File: config.mk
export PLATFORM = sky130hd
export DESIGN_NAME = fetch_unit_banked_flat
export DESIGN_NICKNAME = d
export VERILOG_FILES = /design/src/rtl/fetch_unit_banked_if.sv /design/src/rtl/fetch_unit_banked.sv /design/src/flat_wrapper.sv
export SDC_FILE = /design/constraint.sdc
export NUM_CORES = 1
export LEC_CHECK = 0
export ABC_AREA = 1
export ABC_CLOCK_PERIOD_IN_PS = 7250
export CAP_MARGIN = 20
export CORE_UTILIZATION = 50
export DETAILED_ROUTE_END_ITERATION = 10
export GPL_TIMING_DRIVEN = 0
export PLACE_DENSITY = 0.74
export SLEW_MARGIN = 5
export SYNTH_ARGS = -nofsm -noshare
export SYNTH_HDL_FRONTEND = slang
export SYNTH_SLANG_ARGS = --single-unit
File: constraint.sdc
create_clock -name clk -period 7.25 [get_ports clk]
set_input_delay 2.175 -clock clk [delete_from_list [all_inputs] [get_ports clk]]
set_output_delay 2.175 -clock clk [all_outputs]
set_load 0.02 [all_outputs]
File: src/rtl/fetch_unit_banked_if.sv
// Fetch-unit bus bundle: bank read port, redirect input and the decode
// valid/ready handshake.
//   master : the fetch unit (drives bank_addr and the if_* outputs)
//   slave  : the environment (banks, execute, decode)
interface fetch_unit_banked_if #(
  parameter int ADDR_W = 8
);
  logic [ADDR_W-1:0] bank_addr;
  logic [7:0]        b0_data;
  logic [7:0]        b1_data;
  logic [7:0]        b2_data;
  logic [7:0]        b3_data;
  logic              redirect_valid;
  logic [31:0]       redirect_pc;
  logic              if_valid;
  logic              if_ready;
  logic [31:0]       if_instr;
  logic [31:0]       if_pc;
  logic              fetch_fault;

  modport master (
    output bank_addr, if_valid, if_instr, if_pc, fetch_fault,
    input  b0_data, b1_data, b2_data, b3_data, redirect_valid, redirect_pc, if_ready
  );

  modport slave (
    input  bank_addr, if_valid, if_instr, if_pc, fetch_fault,
    output b0_data, b1_data, b2_data, b3_data, redirect_valid, redirect_pc, if_ready
  );
endinterface

File: src/rtl/fetch_unit_banked.sv
// Instruction-fetch stage in front of four byte-lane instruction banks.
// Holds the PC, drives one shared word address to all banks, assembles the
// little-endian word and queues {instr, pc} in a 2-entry FIFO toward decode.
// Execute may redirect the PC; a misaligned redirect halts fetch until reset.
//   clk, rst_n : clock, asynchronous active-low reset
//   bus        : fetch_unit_banked_if.master (banks, redirect, decode handshake)
//   perf_fetch_cnt / perf_stall_cnt : capture and full-stall counters, present
//                only when FETCH_PERF_CNT_EN is defined
module fetch_unit_banked #(
  parameter logic [31:0] RESET_PC = 32'h0000_0000,
  parameter int          ADDR_W   = 8
) (
  input  logic                 clk,
  input  logic                 rst_n,
  fetch_unit_banked_if.master  bus
`ifdef FETCH_PERF_CNT_EN
  ,
  output logic [31:0]          perf_fetch_cnt,
  output logic [31:0]          perf_stall_cnt
`endif
);

  typedef enum logic {RUN, HALT} state_t;

  state_t           state_q, state_d;
  logic [31:0]      pc_q;
  logic [1:0][31:0] ent_instr;
  logic [1:0][31:0] ent_pc;
  logic [1:0]       count;
  logic             fault_q;
  logic             run, pop, cap, redir, mis;
  logic [1:0]       wr_idx;
  logic [31:0]      fetch_word;

  assign run        = (state_q == RUN);
  assign mis        = (bus.redirect_pc[1:0] != 2'b00);
  assign redir      = run && bus.redirect_valid;
  assign pop        = bus.if_valid && bus.if_ready;
  // A full buffer can still accept a word in the same cycle the head leaves.
  assign cap        = run && !bus.redirect_valid && ((count != 2'd2) || pop);
  // Tail slot after the (optional) pop has shifted entry 1 down to entry 0.
  assign wr_idx     = count - {1'b0, pop};
  assign fetch_word = {bus.b3_data, bus.b2_data, bus.b1_data, bus.b0_data};

  assign bus.bank_addr   = pc_q[ADDR_W+1:2];
  assign bus.if_valid    = run && (count != 2'd0);
  assign bus.if_instr    = ent_instr[0];
  assign bus.if_pc       = ent_pc[0];
  assign bus.fetch_fault = fault_q;

  always_comb begin
    state_d = state_q;
    if (redir && mis) state_d = HALT;
  end

  always_ff @(posedge clk or negedge rst_n) begin
    if (!rst_n) state_q <= RUN;
    else        state_q <= state_d;
  end

  always_ff @(posedge clk or negedge rst_n) begin
    if (!rst_n) begin
      pc_q      <= RESET_PC;
      count     <= 2'd0;
      ent_instr <= '0;
      ent_pc    <= '0;
      fault_q   <= 1'b0;
    end else if (redir) begin
      // Redirect wins over capture and pop; misaligned targets leave pc alone.
      count <= 2'd0;
      if (mis) fault_q <= 1'b1;
      else     pc_q    <= bus.redirect_pc;
    end else begin
      if (pop) begin
        ent_instr[0] <= ent_instr[1];
        ent_pc[0]    <= ent_pc[1];
      end
      // Later NBA overrides the shift when the tail is slot 0.
      if (cap) begin
        ent_instr[wr_idx[0]] <= fetch_word;
        ent_pc[wr_idx[0]]    <= pc_q;
        pc_q                 <= pc_q + 32'd4;
      end
      count <= count + {1'b0, cap} - {1'b0, pop};
    end
  end

`ifdef FETCH_PERF_CNT_EN
  always_ff @(posedge clk or negedge rst_n) begin
    if (!rst_n) begin
      perf_fetch_cnt <= 32'd0;
      perf_stall_cnt <= 32'd0;
    end else begin
      if (cap)                              perf_fetch_cnt <= perf_fetch_cnt + 32'd1;
      if (run && (count == 2'd2) && !pop)   perf_stall_cnt <= perf_stall_cnt + 32'd1;
    end
  end
`endif

endmodule

File: src/flat_wrapper.sv
// flat-port wrapper written by rule: the top's interface ports become plain ports
module fetch_unit_banked_flat 
#(
  parameter logic [31:0] RESET_PC = 32'h0000_0000,
  parameter int          ADDR_W   = 8
)
  (clk, rst_n, bus_bank_addr, bus_if_valid, bus_if_instr, bus_if_pc, bus_fetch_fault, bus_b0_data, bus_b1_data, bus_b2_data, bus_b3_data, bus_redirect_valid, bus_redirect_pc, bus_if_ready);
  fetch_unit_banked_if #(.ADDR_W(ADDR_W)) bus_i ();
  input  logic clk;
  input  logic rst_n;
  output wire logic [$bits(bus_i.bank_addr)-1:0] bus_bank_addr;
  output wire logic [$bits(bus_i.if_valid)-1:0] bus_if_valid;
  output wire logic [$bits(bus_i.if_instr)-1:0] bus_if_instr;
  output wire logic [$bits(bus_i.if_pc)-1:0] bus_if_pc;
  output wire logic [$bits(bus_i.fetch_fault)-1:0] bus_fetch_fault;
  input wire logic [$bits(bus_i.b0_data)-1:0] bus_b0_data;
  input wire logic [$bits(bus_i.b1_data)-1:0] bus_b1_data;
  input wire logic [$bits(bus_i.b2_data)-1:0] bus_b2_data;
  input wire logic [$bits(bus_i.b3_data)-1:0] bus_b3_data;
  input wire logic [$bits(bus_i.redirect_valid)-1:0] bus_redirect_valid;
  input wire logic [$bits(bus_i.redirect_pc)-1:0] bus_redirect_pc;
  input wire logic [$bits(bus_i.if_ready)-1:0] bus_if_ready;
  assign bus_bank_addr = bus_i.bank_addr;
  assign bus_if_valid = bus_i.if_valid;
  assign bus_if_instr = bus_i.if_instr;
  assign bus_if_pc = bus_i.if_pc;
  assign bus_fetch_fault = bus_i.fetch_fault;
  assign bus_i.b0_data = bus_b0_data;
  assign bus_i.b1_data = bus_b1_data;
  assign bus_i.b2_data = bus_b2_data;
  assign bus_i.b3_data = bus_b3_data;
  assign bus_i.redirect_valid = bus_redirect_valid;
  assign bus_i.redirect_pc = bus_redirect_pc;
  assign bus_i.if_ready = bus_if_ready;
  fetch_unit_banked #(.RESET_PC(RESET_PC), .ADDR_W(ADDR_W)) u_core (.clk(clk), .rst_n(rst_n), .bus(bus_i));
endmodule
### After elaboration in Yosys (flattened, before gate mapping)

Cells that the tools add are included.

* register bits: 164
* bits of input ports: 68
* output and inout port bits: 74
* logic and storage cells: 47

* bitwise gates (word level): 2
* add/subtract/negate cells: 4
* equal/unequal tests: 2
* magnitude comparators: 2
* reductions and logical operators: 15
* mux-type cells: 14

Operators by type and width (number)
* 32-bit 2-to-1 mux: 10
* 64-bit bitwise mux: 2
* 32-bit by 3-bit adder with 32-bit output (second input constant): 1
* 32-bit demux with 1-bit select: 1
* 1-bit logical AND: 7
* 2-bit AND reduction: 3
* 2-bit nonzero test: 3
* 2-bit != test (second input constant): 2
* 2-bit by 1-bit adder with 2-bit output: 1
* 1-bit by 2-bit < comparator with 1-bit output (second input constant): 1
* 2-bit 2-to-1 mux: 1
* 1-bit inverter: 2
* 2-bit by 1-bit subtractor with 2-bit output: 1
* 1-bit greater-or-equal comparator (second input constant): 1
* 1-bit zero test: 1
* 1-bit logical OR: 1
* 1-bit subtractor: 1

### Longest topological paths before layout

* word-level depth: 10
* gate-level depth with buffers: 12
* mapped depth without buffers: 10

### Worst setup path after synthesis

OpenSTA, ideal clock, no wires.

* path kind: input to register
* start: input port bus_if_ready
* end: register u_core.count[1]
* path buffers: 3
* stages: 10
* path slack: 3244 ps
* data arrival time: 3874 ps
* setup time: 131 ps
* required time: 7119 ps
* cell sequence: nand3_2 > clkbuf_1 > inv_1 > ha_1 > clkbuf_1 > clkbuf_1 > inv_1 > ha_1 > xor2_1 > nor2_1

* word-level cells in the longest chain between the ends: 6

RTL lines
* from (decl): line flat_wrapper.sv:22 `input wire logic [$bits(bus_i.if_ready)-1:0] bus_if_ready;`
* 1-bit logical AND *: line fetch_unit_banked.sv:38 `assign pop = bus.if_valid && bus.if_ready;`
* 1-bit logical OR: line fetch_unit_banked.sv:40 `assign cap = run && !bus.redirect_valid && ((count != 2'd2) || pop);`
* 1-bit logical AND: line fetch_unit_banked.sv:40
* 2-bit by 1-bit adder with 2-bit output: line fetch_unit_banked.sv:84 `count <= count + {1'b0, cap} - {1'b0, pop};`
* 2-bit by 1-bit subtractor with 2-bit output *: line fetch_unit_banked.sv:84
* 2-bit 2-to-1 mux *: line fetch_unit_banked.sv:68 `end else if (redir) begin`
* to (signal assigned): line fetch_unit_banked.sv:84
* to (decl): line fetch_unit_banked.sv:29 `logic [1:0] count;`

Every way passes the cells marked *; elsewhere a longest branch is shown, timed or not.
A chain may end at the register's enable or synchronous reset.

### Worst setup path after layout

Ends and elaborated chain as after synthesis.

==> impl_metrics.json <==
{
  "die_h_um": 142,
  "cpPeakStageDelay_ns": 0.50,
  "seq_area_frac_synth_pct": 41.4,
  "grt_pass1_vias": 9232,
  "path_class": "input pin to register",
  "ys_async_sr_fraction_pct": 100,
  "post_cts_resized": 0,
  "cts.sinks": 163,
  "utilization_pct": 64.4,
  "grtUsageMet2_pct": 47.9,
  "cts_buffers": 17,
  "crit_family": "buffers and inverters",
  "num_rows": 50,
  "final_common_cell": "nand2_1",
  "rsz0062_at_grt": "no",
  "grt_busiest_layer": "met2",
  "crit_cells": 11,
  "cts_buffer_depth": 2,
  "htree_levels": 4,
  "ir_worst_vdd_mv": 0.157,
  "io_buffers": 141,
  "worstPathMaxFanout": 10,
  "hold_depth": 2,
  "vias": 9722,
  "die-area_um2": 20300,
  "syn_area_um2": 9860,
  "period_share_pct": 65.5,
  "outcome": "completed",
  "overflow": 0,
  "area_growth_pct": 24.1,
  "routabilityCongestion": 0.940,
  "start_kind": "input pin",
  "firstDrtPassIters": 5,
  "final_cell_mix": "nand2_1 (462), inv_1 (210), dfrtp_1 (163), clkdlybuf4s50_1 (140), nand3_1 (135)",
  "antenna_cells": 0,
  "crit_arrival_ns": 5.05,
  "vias_per_cell": 5.20,
  "crit_buf_inv": 6,
  "synth_fp_nets": 1508,
  "end_kind": "register",
  "die_w_um": 142,
  "synthFlopType": "dfrtp_1",
  "postCtsSetupBuffers": 0,
  "postSynthAreaPerCell_um2": 6.86,
  "cts-hold-fix-buffers": 0,
  "ys_warn_count": 0,
  "ys_seq_elements": 163,
  "clk_pin_slew_ns": 0.07,
  "grt.met3_usage_pct": 5.25,
  "final.setup.tns_ns": 0,
  "hold_class": "register to register",
  "setup_viol": 0,
  "synth_edf_count": 0,
  "power_density_nw_per_um2": 172,
  "cp_cell_sequence": "clkdlybuf4s50_1, nand3_2, clkbuf_1, inv_1, ha_1, clkbuf_1, clkbuf_1, inv_1, ha_1, xor2_1, nor2_1",
  "cts_tree": "yes",
  "ant_nets": 0,
  "critPathRequiredTime_ns": 7.55,
  "seq_area_um2": 4080,
  "drv_cap": 0,
  "clockRootBuffer": "clkbuf_16",
  "wl_um": 28900,
  "grt_max_degree": 116,
  "hpwl_um": 20200,
  "io_pins": 142,
  "final_area_um2": 12200,
  "critPathMostFrequentCell": "clkbuf_1",
  "hold_violations": 0,
  "core_um2": 19000,
  "fmax_ghz": 0.210,
  "worstRegToRegCells": 12,
  "gr-usage-all-layers_pct": 29.4,
  "drive_gt1_share_pct": 10.4,
  "synth_cell_types": 22,
  "period_minus_slack_ns": 4.75,
  "slowest_stage": "clkbuf_1",
  "drt_iter0_drc": 850,
  "slew_headroom_pct": 53.3,
  "multiInputGateArea_um2": 4050,
  "postPlaceCellArea_um2": 11600,
  "power.static_leakage_nw": 6.24,
  "worst_pin_slew_ns": 0.701,
  "fill_cells": 1748,
  "skew_ns": 0.0112,
  "clock_latency_ns": 0.44,
  "postSynthCellCount": 1437,
  "grt.met1_usage_pct": 39.0,
  "antenna_found_initial": 1,
  "finalNetCount": 1669,
  "maxSlewViolCount": 0,
  "drc_errors": 0,
  "routedWlPerCell_um": 15.4,
  "start_util_pct": 51.8,
  "grt_pass1_wl_um": 46300
}
-- logic make-up after synthesis --
group | after synthesis | share of synthesized area (%)
AND/OR/NAND/NOR | 735 | 31.9
buffers and inverters | 367 | 17.5
AO/OA/AOI/OAI | 163 | 8.30
flip-flops | 163 | 41.4
XOR/XNOR | 6 | 0.533
adder cells (fa/ha/maj) | 3 | 0.381
-- Yosys cell counts (5+ instances only) --
library cell	instances	area [um^2]
nand3_1	135	676
o21ai_1	59	295
o21ai_0	89	445
buf_2	38	190
a21oi_1	14	70.1
or2_2	11	68.8
nor2_1	55	206
buf_4	79	593
clkbuf_1	26	97.6
xor2_1	5	43.8
inv_1	210	788
nand4_1	65	407
nand2_1	462	1730
dfrtp_1	163	4080
buf_1	13	48.8
-- metal layers --
| metal | part of all wire (%) | routed length [um] |
|---|---|---|
| met1 | 43 | 12400 |
| met2 | 47 | 13600 |
| met3 | 7.4 | 2130 |
| met4 | 2.5 | 732 |
| met5 | 0.031 | 9 |
-- through the flow --
stage | instances | total power, mW | hold slack (ns) | worst slack (ns)
2_1_floorplan | 1437 | 1.07 | 0.453 | 3.24
3_3_place_gp | 1838 | 1.16 | 0.466 | -2.82
3_5_place_dp | 1839 | 1.17 | 0.476 | 2.09
4_1_cts | 1870 | 2.10 | 0.507 | 2.53
5_1_grt | 1870 | 2.16 | 0.530 | 2.27
6_report | 1870 | 2.10 | 0.511 | 2.50
-- layout make-up --
cell class / instances / share of cell area, %
sequential: 163 / 33.3
multi-input combinational: 907 / 33.1
inverter: 210 / 6.44
clock buffer: 20 / 3.73
buffer: 157 / 7.69
timing repair buffer: 142 / 11.8
tap: 260 / 2.66
clock inverter: 11 / 1.26
-- power breakdown --
part	switching [mW]	leakage, nW	internal [mW]
combinational	0.101	3.94	0.0775
clock	0.387	0.281	0.560
sequential	0.0303	2.03	0.943
total	0.519	6.24	1.58
-- tightest hold or removal path: cells and delay by family, from the launching register on --
kind | cells | cell delay (ns)
flops | 1 | 0.36
simple gates | 2 | 0.11
-- path summary, 6_finish.rpt --
| path | start | end | slack, ns |
|---|---|---|---|
| min in group asynchronous | rst_n | u_core.ent_instr[62] | 1.63 |
| setup / recovery | bus_if_ready | u_core.count[1] | 2.50 |
| hold / removal | u_core.bus.if_pc[11] | u_core.bus.if_pc[11] | 0.51 |
| max in group asynchronous | rst_n | u_core.ent_pc[39] | 4.72 |
| setup reg to reg | u_core.count[1] | u_core.count[1] | 4.19 |
| hold reg to reg | u_core.bus.if_pc[11] | u_core.bus.if_pc[11] | 0.51 |
-- state kept, by name, indices dropped and copies added (netlist names) --
name,count
u_core.count,2
u_core.bus.if_pc,32
u_core.bus.if_instr,32
u_core.bus.fetch_fault,1
u_core.ent_pc,32
u_core.ent_instr,32
u_core.pc_q,32
Power figures use the tool's default switching activity.
